<file path="src/rtl/fp_posit_pkg.sv">
// Shared types and helpers for the bit-serial posit weight path.
package fp_posit_pkg;

  localparam int PREC_W = 4;

  // What the registered outputs show during the current cycle.
  typedef enum logic [1:0] {
    ST_IDLE  = 2'd0,
    ST_SET   = 2'd1,
    ST_SHIFT = 2'd2
  } state_t;

  // Keep the requested width inside 2..max_prec; the MAC cannot decode
  // a 0- or 1-bit posit, and the shifter is only max_prec wide.
  function automatic logic [PREC_W-1:0] clamp_prec(input logic [PREC_W-1:0] cfg,
                                                   input logic [PREC_W-1:0] max_prec);
    if (cfg < PREC_W'(2)) return PREC_W'(2);
    if (cfg > max_prec)   return max_prec;
    return cfg;
  endfunction

endpackage

</file>
<file path="src/rtl/posit_shift_reg.sv">
// Weight shifter plus down-counter. The MSB of a word is emitted on the
// same edge that loads it, so the register keeps only the bits still to
// send and the counter tracks how many of them remain.
module posit_shift_reg
  import fp_posit_pkg::*;
#(
  parameter int MAX_PREC = 8
) (
  input  logic                clk,
  input  logic                rst,
  input  logic                load,
  input  logic                shift,
  input  logic [MAX_PREC-1:0] word,
  input  logic [PREC_W-1:0]   prec,
  output logic                word_msb,
  output logic                sh_msb,
  output logic                last
);

  logic [MAX_PREC-1:0] sh_q;
  logic [PREC_W-1:0]   cnt_q;
  logic [PREC_W-1:0]   top_idx;

  assign top_idx = prec - PREC_W'(1);
  // Zero remaining means the bit on the wire is the final one.
  assign last    = (cnt_q == '0);

  // Pick bit prec-1 of the incoming word and of the shifter.
  always_comb begin
    word_msb = 1'b0;
    sh_msb   = 1'b0;
    for (int i = 0; i < MAX_PREC; i++) begin
      if (PREC_W'(i) == top_idx) begin
        word_msb = word[i];
        sh_msb   = sh_q[i];
      end
    end
  end

  // Load drops the MSB being emitted; shift advances one bit.
  always_ff @(posedge clk or negedge rst) begin
    if (!rst) begin
      sh_q  <= '0;
      cnt_q <= '0;
    end else if (load) begin
      sh_q  <= word << 1;
      cnt_q <= prec - PREC_W'(1);
    end else if (shift) begin
      sh_q  <= sh_q << 1;
      cnt_q <= cnt_q - PREC_W'(1);
    end
  end

endmodule

</file>
<file path="src/rtl/posit_weight_serializer.sv">
// Parallel-to-serial posit weight transmitter feeding fp_posit_mac.
// One word of buffering lets the next weight start on the cycle after
// the previous last bit; first-flagged weights get a set pulse ahead.
module posit_weight_serializer
  import fp_posit_pkg::*;
#(
  parameter int MAX_PREC = 8  // legal 2..15
) (
  input  logic                clk,
  input  logic                rst,
  input  logic [PREC_W-1:0]   precision_cfg,
  input  logic                in_valid,
  output logic                in_ready,
  input  logic [MAX_PREC-1:0] in_weight,
  input  logic                in_first,
  output logic                valid,
  output logic                w,
  output logic [PREC_W-1:0]   precision,
  output logic                set,
  output logic                busy
);

  state_t              state_q, state_d;
  logic                hold_full, hold_first;
  logic [MAX_PREC-1:0] hold_w;
  logic [PREC_W-1:0]   prec_q;
  logic                accept, load, shift;
  logic                valid_d, w_d, set_d;
  logic                word_msb, sh_msb, last;

  assign accept    = in_valid & ~hold_full;
  assign in_ready  = ~hold_full;
  assign busy      = (state_q != ST_IDLE) | hold_full;
  assign precision = prec_q;

  posit_shift_reg #(.MAX_PREC(MAX_PREC)) u_shift (
    .clk      (clk),
    .rst      (rst),
    .load     (load),
    .shift    (shift),
    .word     (hold_w),
    .prec     (prec_q),
    .word_msb (word_msb),
    .sh_msb   (sh_msb),
    .last     (last)
  );

  // State register.
  always_ff @(posedge clk or negedge rst) begin
    if (!rst) state_q <= ST_IDLE;
    else      state_q <= state_d;
  end

  // Next state: a finished word behaves like idle when picking what follows.
  always_comb begin
    state_d = state_q;
    unique case (state_q)
      ST_IDLE:  if (hold_full) state_d = hold_first ? ST_SET : ST_SHIFT;
      ST_SET:   state_d = ST_SHIFT;
      ST_SHIFT: begin
        if (last) begin
          if (hold_full) state_d = hold_first ? ST_SET : ST_SHIFT;
          else           state_d = ST_IDLE;
        end
      end
      default:  state_d = ST_IDLE;
    endcase
  end

  // Output decode: values for the output flops plus shifter controls.
  always_comb begin
    load    = 1'b0;
    shift   = 1'b0;
    set_d   = 1'b0;
    valid_d = 1'b0;
    w_d     = 1'b0;
    unique case (state_q)
      ST_IDLE: begin
        if (hold_full) begin
          if (hold_first) set_d = 1'b1;
          else            load  = 1'b1;
        end
      end
      ST_SET:  load = 1'b1;
      ST_SHIFT: begin
        if (!last) shift = 1'b1;
        else if (hold_full) begin
          if (hold_first) set_d = 1'b1;
          else            load  = 1'b1;
        end
      end
      default: ;
    endcase
    if (load) begin
      valid_d = 1'b1;
      w_d     = word_msb;
    end else if (shift) begin
      valid_d = 1'b1;
      w_d     = sh_msb;
    end
  end

  // Registered serial outputs; w is forced low outside valid by decode.
  always_ff @(posedge clk or negedge rst) begin
    if (!rst) begin
      valid <= 1'b0;
      w     <= 1'b0;
      set   <= 1'b0;
    end else begin
      valid <= valid_d;
      w     <= w_d;
      set   <= set_d;
    end
  end

  // Holding register: a new write wins over the clear from a load.
  always_ff @(posedge clk or negedge rst) begin
    if (!rst) begin
      hold_full  <= 1'b0;
      hold_first <= 1'b0;
      hold_w     <= '0;
    end else if (accept) begin
      hold_full  <= 1'b1;
      hold_first <= in_first;
      hold_w     <= in_weight;
    end else if (load) begin
      hold_full  <= 1'b0;
    end
  end

  // Precision tracks the config only while nothing is queued or in flight.
  always_ff @(posedge clk or negedge rst) begin
    if (!rst) prec_q <= PREC_W'(MAX_PREC);
    else if (state_q == ST_IDLE && !hold_full)
      prec_q <= clamp_prec(precision_cfg, PREC_W'(MAX_PREC));
  end

endmodule

</file>
<file path="config.mk">
export PLATFORM = sky130hd
export DESIGN_NAME = posit_weight_serializer
export DESIGN_NICKNAME = d
export VERILOG_FILES = /design/src/rtl/fp_posit_pkg.sv /design/src/rtl/posit_shift_reg.sv /design/src/rtl/posit_weight_serializer.sv
export SDC_FILE = /design/constraint.sdc
export NUM_CORES = 1
export LEC_CHECK = 0
export BUFFER_PORTS_ARGS = -buffer_cell sky130_fd_sc_hd__buf_2
export CORE_MARGIN = 2
export CORE_UTILIZATION = 54
export DETAILED_ROUTE_END_ITERATION = 10
export GPL_ROUTABILITY_DRIVEN = 0
export HOLD_SLACK_MARGIN = 0.02
export PLACE_DENSITY = 0.88
export SLEW_MARGIN = 30
export SYNTH_ARGS = -nofsm -noshare
export SYNTH_HDL_FRONTEND = slang
export SYNTH_SLANG_ARGS = --single-unit
</file>
<file path="constraint.sdc">
create_clock -name clk -period 2.5 [get_ports clk]
set_clock_uncertainty 0.05 [all_clocks]
set_input_delay 0.375 -clock clk [delete_from_list [all_inputs] [get_ports clk]]
set_output_delay 0.375 -clock clk [all_outputs]
set_load 0.01 [all_outputs]
</file>
After elaboration in Yosys (flattened, before gate mapping)
Cells that the tools add are included.
W data, S select, Z words.
{"block": "totals", "register_bits": 31, "latch_bits": 0, "mem_bits_rw": 0, "romBits": 0, "in_bits": 16, "elab_cells": 87, "memories": 0}
{"block": "op_classes", "addsub": 2, "mul": 0, "div_mod_pow": 0, "magnitude_cmp": 2, "eq_ne": 11, "n_shift": 0, "n_mux": 50, "n_bitwise": 3, "reduce_logical": 9}
{"op": "$mux W1", "n": 35}
{"op": "$mux W4", "n": 6}
{"op": "$eq A3 B4 Y1 const A", "n": 4}
{"op": "$mux W8", "n": 2}
{"op": "$eq A2 B4 Y1 const A", "n": 2}
{"op": "$logic_not A4 Y1", "n": 2}
{"op": "$mux W2", "n": 4}
{"op": "$sub A4 B1 Y4 const B", "n": 2}
{"op": "$pmux W2 S3", "n": 1}
{"op": "$reduce_bool A2 Y1", "n": 3}
{"op": "$eq A1 B4 Y1 const A", "n": 1}
{"op": "$gt A4 B4 Y1 const B", "n": 1}
{"op": "$lt A4 B2 Y1 const B", "n": 1}
{"op": "$ne A2 B2 Y1 const B", "n": 2}
{"op": "$pmux W1 S3", "n": 1}
{"op": "$eq A2 B1 Y1 const B", "n": 1}
{"op": "$eq A2 B2 Y1 const B", "n": 1}
{"op": "$logic_not A2 Y1", "n": 1}
{"op": "$pmux W1 S2", "n": 1}
{"op": "$reduce_and A2 Y1", "n": 1}
{"op": "$and A1 B1 Y1", "n": 1}
{"op": "$logic_and A1 B1 Y1", "n": 1}
{"op": "$logic_not A1 Y1", "n": 1}
{"op": "$not A1 Y1", "n": 1}
{"op": "$or A1 B1 Y1", "n": 1}

Longest topological paths before layout
Gate-level depths: netlist of the first run.
{"block": "depth", "word_depth": 12, "mapped_depth": 8, "ltp_nobuf": 7}

Cells and area by module
From an unflattened synthesis of the first run, not the netlist that was laid out.
{"block": "unflattened", "cells_unflattened": 151, "area_unflattened_um2": 1556.5}
{"module": "posit_shift_reg", "instances": 1, "cells_each": 94, "area_each_um2": 804.5}
{"module": "posit_weight_serializer", "instances": 1, "cells_each": 57, "area_each_um2": 752.0}

Worst setup path before layout of the first run
OpenSTA, ideal clock, no wires.
{"block": "synth_timing", "path_type": "register -> register", "start": "reg prec_q[0], in the netlist precision[0]", "end": "reg w", "t_arrival_ns": 1.747, "t_required_ns": 2.328, "setup_slack_ns": 0.581, "path_stages_with_launch": 9, "path_buffers": 1, "cell_sequence": "dfrtp_1 -> inv_1 -> ha_1 -> buf_2 -> a211oi_1 -> o21ai_0 -> a32oi_1 -> o22ai_1 -> a32o_1"}
{"block": "synth_via", "elab_chain_cells": 12, "word_cells_on_any_way": 27}
{"item": "start, declared", "line": "posit_weight_serializer.sv:26", "rtl": "logic [PREC_W-1:0] prec_q;"}
{"item": "start signal, assigned", "line": "posit_weight_serializer.sv:133", "rtl": "if (!rst) prec_q <= PREC_W'(MAX_PREC);"}
{"item": "start signal, assigned", "line": "posit_weight_serializer.sv:135", "rtl": "prec_q <= clamp_prec(precision_cfg, PREC_W'(MAX_PREC));"}
{"item": "$sub A4 B1 Y4 (*)", "line": "posit_shift_reg.sv:24", "rtl": "assign top_idx = prec - PREC_W'(1);"}
{"item": "$logic_not A4 Y1", "line": "posit_shift_reg.sv:33", "rtl": "if (PREC_W'(i) == top_idx) begin"}
{"item": "$mux W1 (8 in a row)", "line": "posit_shift_reg.sv:33"}
{"item": "$mux W1", "line": "posit_weight_serializer.sv:97", "rtl": "end else if (shift) begin"}
{"item": "$mux W1 (*)", "line": "posit_weight_serializer.sv:94", "rtl": "if (load) begin"}
{"item": "via w_d", "line": "posit_weight_serializer.sv:28", "rtl": "logic valid_d, w_d, set_d;"}
{"item": "end signal, assigned", "line": "posit_weight_serializer.sv:111", "rtl": "w <= w_d;"}
{"item": "end, declared", "line": "posit_weight_serializer.sv:17", "rtl": "output logic w,"}
Mark *: on every way through the listed nets, which the timed path passes. The rest lies on a longest branch.
A chain may end at the register's enable or synchronous reset.

Worst setup path in the final report of the first run
Same ends and word-level chain as after synthesis.

==> impl_metrics.json, run 1 <==
{
  "rr_endpoint": "w$_DFF_PN0_",
  "path_max_fanout": 12,
  "wl_met2_um": 1580,
  "vdd_drop_max_mv": 0.841,
  "cts_tree": "yes",
  "power_density_mw_per_mm2": 1430,
  "grt_overflow": 0,
  "timing_hold_violations_final": 0,
  "die_h_um": 58.8,
  "grtUsageTotal": 0.224,
  "post-dp-hpwl_um": 2340,
  "met1_length_um": 1440,
  "viasPerCell": 5.78,
  "reg2reg_depth": 6,
  "async_flop_share": 1.00,
  "yosys.area.top_type_share": 0.448,
  "finalWirelength_um": 3280,
  "final_nets": 209,
  "cp-start-kind": "register",
  "status": "finished, final reports clean",
  "syn_inst": 160,
  "cts.sinks": 30,
  "power.leakage_nw": 0.856,
  "drtIter0Drc": 62,
  "ant_nets": 0,
  "grt_pass1_vias": 1282,
  "yosysSeqAreaShare": 0.464,
  "firstDrtPassIters": 4,
  "synthTopCellsByCount": "dfrtp_1, nand2_1, nor2_1, inv_1, a21oi_1",
  "crit_end": "w$_DFF_PN0_",
  "boundaryPins": 25,
  "grt_max_degree": 31,
  "hold_class": "in2async",
  "synth_area_leaders": "dfrtp_1, mux2i_1, mux2_2",
  "syn_area_mm2": 0.00162,
  "core_area_mm2": 0.00281,
  "cp_data_arrival_time_ps": 2210,
  "num_vias": 1265,
  "initial_utilization": 0.578,
  "power_mw": 2.60,
  "final_area_mm2": 0.00182,
  "synth_most_common_cell": "dfrtp_1",
  "maxSlewHeadroom": 0.553,
  "clock_latency_ps": 330,
  "die-area_mm2": 0.00346,
  "crit_required_ps": 2670,
  "drc": 0,
  "root_buffer": "clkbuf_4",
  "route.met3.wl_um": 178,
  "num-fill-cells": 230,
  "syn2layout_area_growth_pct": 12.0,
  "synth_enable_flop_cells": 0,
  "route.top_layer_used": "met4",
  "finalCriticalPeriod_ps": 2040,
  "diodes": 0,
  "wl_per_cell_um": 15.0,
  "final_max_slew_viol_count": 0,
  "rsz0062_at_grt": "false",
  "ys.flop_type": "dfrtp_1",
  "setup_violations": 0,
  "yosysTopAreaCell": "dfrtp_1",
  "syn_avg_cell_area_um2": 10.1,
  "antenna_found_initial": 0,
  "placed_area_mm2": 0.00177,
  "htree_levels": 2,
  "cts_made_buffers": 5,
  "grt_pass1_wl_um": 5740,
  "startpoint": "precision[0]$_DFFE_PN0P_",
  "drive_gt1_frac": 0.250,
  "cts_resized": 0,
  "ctsHoldBuffers": 0,
  "fin_tns_setup_ps": 0,
  "ys_ff_latch": 30,
  "cts_buffer_depth": 2,
  "finalCritPeriodShare": 0.817,
  "clkSlewWorstSetupHoldPaths_ps": 80,
  "yosysWarnings": 0,
  "max-cap-violations": 0,
  "yosysUniqueCellTypes": 41,
  "die_w_um": 58.8,
  "r2r_start": "precision[0]$_DFFE_PN0P_",
  "cts_setup_buffers": 0,
  "syn_nets": 182,
  "rows": 19,
  "path_class": "reg2reg",
  "cp-end-kind": "register",
  "fmax_mhz": 489,
  "worst_pin_slew_ps": 670,
  "setup.reg_to_reg.worst_slack_ps": 460,
  "place.port_buffers": 24
}
[cell usage in the layout, fill, tap and decap left out, types with 6 or more instances in the layout]
master and instances:
ha_1 6, a21oi_1 10, o21ai_0 8, buf_2 24, mux2i_1 8, mux2_2 7
nor2_1 12, nand2_1 17, inv_1 11, dfrtp_1 29
[worst min-delay path by stage]
stage               start                      endpoint  depth (start not counted)
floorplan             rst        hold_first$_DFFE_PN0P_                          0
global placement      rst         hold_full$_DFFE_PN0P_                          1
detailed placement    rst      precision[0]$_DFFE_PN0P_                          1
CTS                   rst  u_shift.cnt_q[1]$_DFFE_PN0P_                          1
global route          rst        state_q[1]$_DFFE_PN0P_                          1
finish                rst      precision[0]$_DFFE_PN0P_                          1
[state kept, by name, indices dropped and copies added (netlist names)]
register and flops:
hold_w 8, u_shift.sh_q 7, precision 4, u_shift.cnt_q 4
state_q 2, hold_first 1, hold_full 1, set 1
valid 1, w 1
[metrics by stage]
| step | hold WS [ps] | std cells | util | setup WS [ps] |
|---|---|---|---|---|
| 2_1_floorplan | 29.4 | 160 | - | 581 |
| 6_report | 21.8 | 219 | 0.648 | 457 |
| 3_5_place_dp | 390 | 211 | 0.630 | 478 |
| 5_1_grt | 58.5 | 219 | 0.648 | 306 |
| 4_1_cts | 30.7 | 219 | 0.648 | 452 |
| 3_3_place_gp | 373 | 211 | 0.630 | 594 |
[cell families (layout without fill, tap and decap cells)]
group,count (synthesis),count (layout),synth area share
AOI/OAI and AO/OA,40,40,0.162
xor gates and xnor gates,4,4,0.0216
adders and majority gates,6,6,0.0463
buffers and inverters,18,46,0.0471
DFF,30,30,0.464
muxes,15,15,0.0980
and+or+nand+nor,47,47,0.161
[per-layer routing]
layer / track usage / up-vias
met5: 0 / -
met4: 0.0974 / 0
met3: 0.0593 / 8
met2: 0.359 / 36
met1: 0.287 / 607
li1: - / 614
[where the power goes]
group / switching (mW) / internal [mW]
registers: 0.225 / 0.735
logic: 0.737 / 0.632
clock network: 0.158 / 0.112
[layout make-up]
class                           instances  area, um2  share of cell area
Multi-Input combinational cell        112        793               0.437
Sequential cell                        30        752               0.414
Timing Repair Buffer                   27        143              0.0785
Clock buffer                            8       48.8              0.0269
Inverter                               11       41.3              0.0227
Tap cell                               31       38.8              0.0213
[worst max-delay path, stage by stage, from the launching register on]
cell     delay [ps]
dfrtp_1         480
inv_1           130
ha_1            440
nor4b_4         370
o21a_1          180
o22ai_1          70
a32o_1          220
(Power assumes the default switching activity.)
==> run 2: changes to the inputs <==
clock period = 1.9 ns   (was 2.5 ns; I/O delays follow)
==> run 2 against run 1 <==
- the run now ends with design-rule violations left
- non-clock buffer count is 7 higher
- critical path depth stayed put
- count of clock-buffer cells in the layout stayed put
- sequential power is 33% higher
- wire length is 13% higher
- clock power is 32% higher
- register-to-register slack worse by 450 ps
- die area stayed put
- global-route usage is 0.73 points higher
- critical endpoint unchanged
==> impl_metrics.json, run 2 (same netlist as run 1, synthesis figures left out) <==
{
  "initial_utilization": 0.578,
  "wl_per_cell_um": 16.4,
  "power_density_mw_per_mm2": 1940,
  "status": "complete, but fails checks",
  "clkSlewWorstSetupHoldPaths_ps": 90,
  "path_class": "reg2reg",
  "place.port_buffers": 24,
  "fmax_mhz": 529,
  "hold-worst-slack_ps": 109,
  "placed_area_mm2": 0.00179,
  "grt_pass1_vias": 1320,
  "timing_hold_violations_final": 0,
  "htree_levels": 2,
  "power.leakage_nw": 0.888,
  "drive_gt1_frac": 0.318,
  "cp_data_arrival_time_ps": 2050,
  "grt_overflow": 0,
  "drc": 1,
  "clock_latency_ps": 330,
  "cts_tree": "yes",
  "cts_made_buffers": 5,
  "maxSlewHeadroom": 0.561,
  "num_vias": 1352,
  "firstDrtPassIters": 7,
  "reg2reg_depth": 6,
  "boundaryPins": 25,
  "grtUsageTotal": 0.232,
  "ant_nets": 0,
  "final_area_mm2": 0.00192,
  "grt_pass1_wl_um": 5920,
  "failed_checks": "design-rule violations",
  "top_regs": "hold_w x8, u_shift.sh_q x7",
  "die-area_mm2": 0.00346,
  "final_nets": 216,
  "die_w_um": 58.8,
  "vdd_drop_max_mv": 1.09,
  "final_max_slew_viol_count": 0,
  "finalCritPeriodShare": 0.995,
  "cts_buffer_depth": 2,
  "diodes": 0,
  "power_mw": 3.72,
  "fin_util": 0.683,
  "post-dp-hpwl_um": 2460,
  "crit_required_ps": 2060,
  "final_cell_mix": "dfrtp_1, buf_2, nand2_1, nor2_1",
  "antenna_found_initial": 0,
  "cp-end-kind": "register",
  "finalWirelength_um": 3700,
  "finalCriticalPeriod_ps": 1890,
  "cp-start-kind": "register",
  "cts.sinks": 30,
  "layout_commonest_cell": "dfrtp_1",
  "syn2layout_area_growth_pct": 18.1,
  "drtIter0Drc": 70,
  "setup_violations": 0,
  "path_max_fanout": 8,
  "regMostFlops": "hold_w",
  "grt_max_degree": 31,
  "root_buffer": "clkbuf_4",
  "setup.reg_to_reg.worst_slack_ps": 10,
  "hold_class": "in2reg",
  "max-cap-violations": 0,
  "viasPerCell": 5.98,
  "rows": 19,
  "die_h_um": 58.8,
  "largest_reg_flops": 8,
  "core_area_mm2": 0.00281,
  "worst_pin_slew_ps": 659,
  "holdPathStages": 2
}
[run 2: routing by layer]
metal / part of all wire / wire [um] / vias up / track usage
met3: 0.050 / 184 / 17 / 0.0593
met5: 0 / 0 / - / 0
met1: 0.42 / 1540 / 647 / 0.289
li1: - / - / 629 / -
met4: 0.025 / 94 / 0 / 0.0779
met2: 0.51 / 1880 / 59 / 0.390
[run 2: path summary, 6_finish.rpt]
| path | from | to |
|---|---|---|
| max in group asynchronous | rst | precision[0]$_DFFE_PN0P_ |
| worst min register to register | precision[3]$_DFFE_PN1P_ | precision[3]$_DFFE_PN1P_ |
| worst max register to register | precision[0]$_DFFE_PN0P_ | w$_DFF_PN0_ |
| min in group asynchronous | rst | hold_w[2]$_DFFE_PN0P_ |
| worst max-delay path | precision[0]$_DFFE_PN0P_ | w$_DFF_PN0_ |
| worst min-delay path | precision_cfg[3] | precision[2]$_DFFE_PN0P_ |
[run 2: through the flow]
step / worst slack (ps) / std cells / setup TNS [ps]
global placement: 128 / 214 / 0
finish: 9.75 / 226 / 0
CTS: 43.4 / 223 / 0
floorplan: 21.5 / 160 / 0
detailed placement: 52.3 / 214 / 0
global route: -59.5 / 226 / -59.5
[run 2: area by class of cell]
type	count	area (um2)
clock buffers	8	48.8
fillers	187	890
inverters	11	41.3
multi-input cells	112	835
flip-flops and latches	30	754
well taps	31	38.8
repair buffers	34	198
[run 2: power by group]
group          switching (mW)  internal (mW)  total [mW]  leakage, nW
sequential              0.309          0.971        1.28        0.357
combinational            1.09          0.985        2.08        0.504
clock                   0.210          0.147       0.357       0.0265
[run 2: repair_timing]
| action | CTS | global route |
|---|---|---|
| buffers inserted | 0 | 3 |
| setup endpoints to repair | 0 | 1 |
| hold buffers | 1 | 0 |
| hold endpoints to repair | 29 | 0 |
| gates resized for setup | 0 | 10 |
[run 2: worst max-delay path: stages (launching register included)]
cell      delay [ps]
dfrtp_2          470
ha_2             270
a211oi_1         240
o21ai_0          150
a32oi_1          260
o22ai_1          110
a32o_1           220
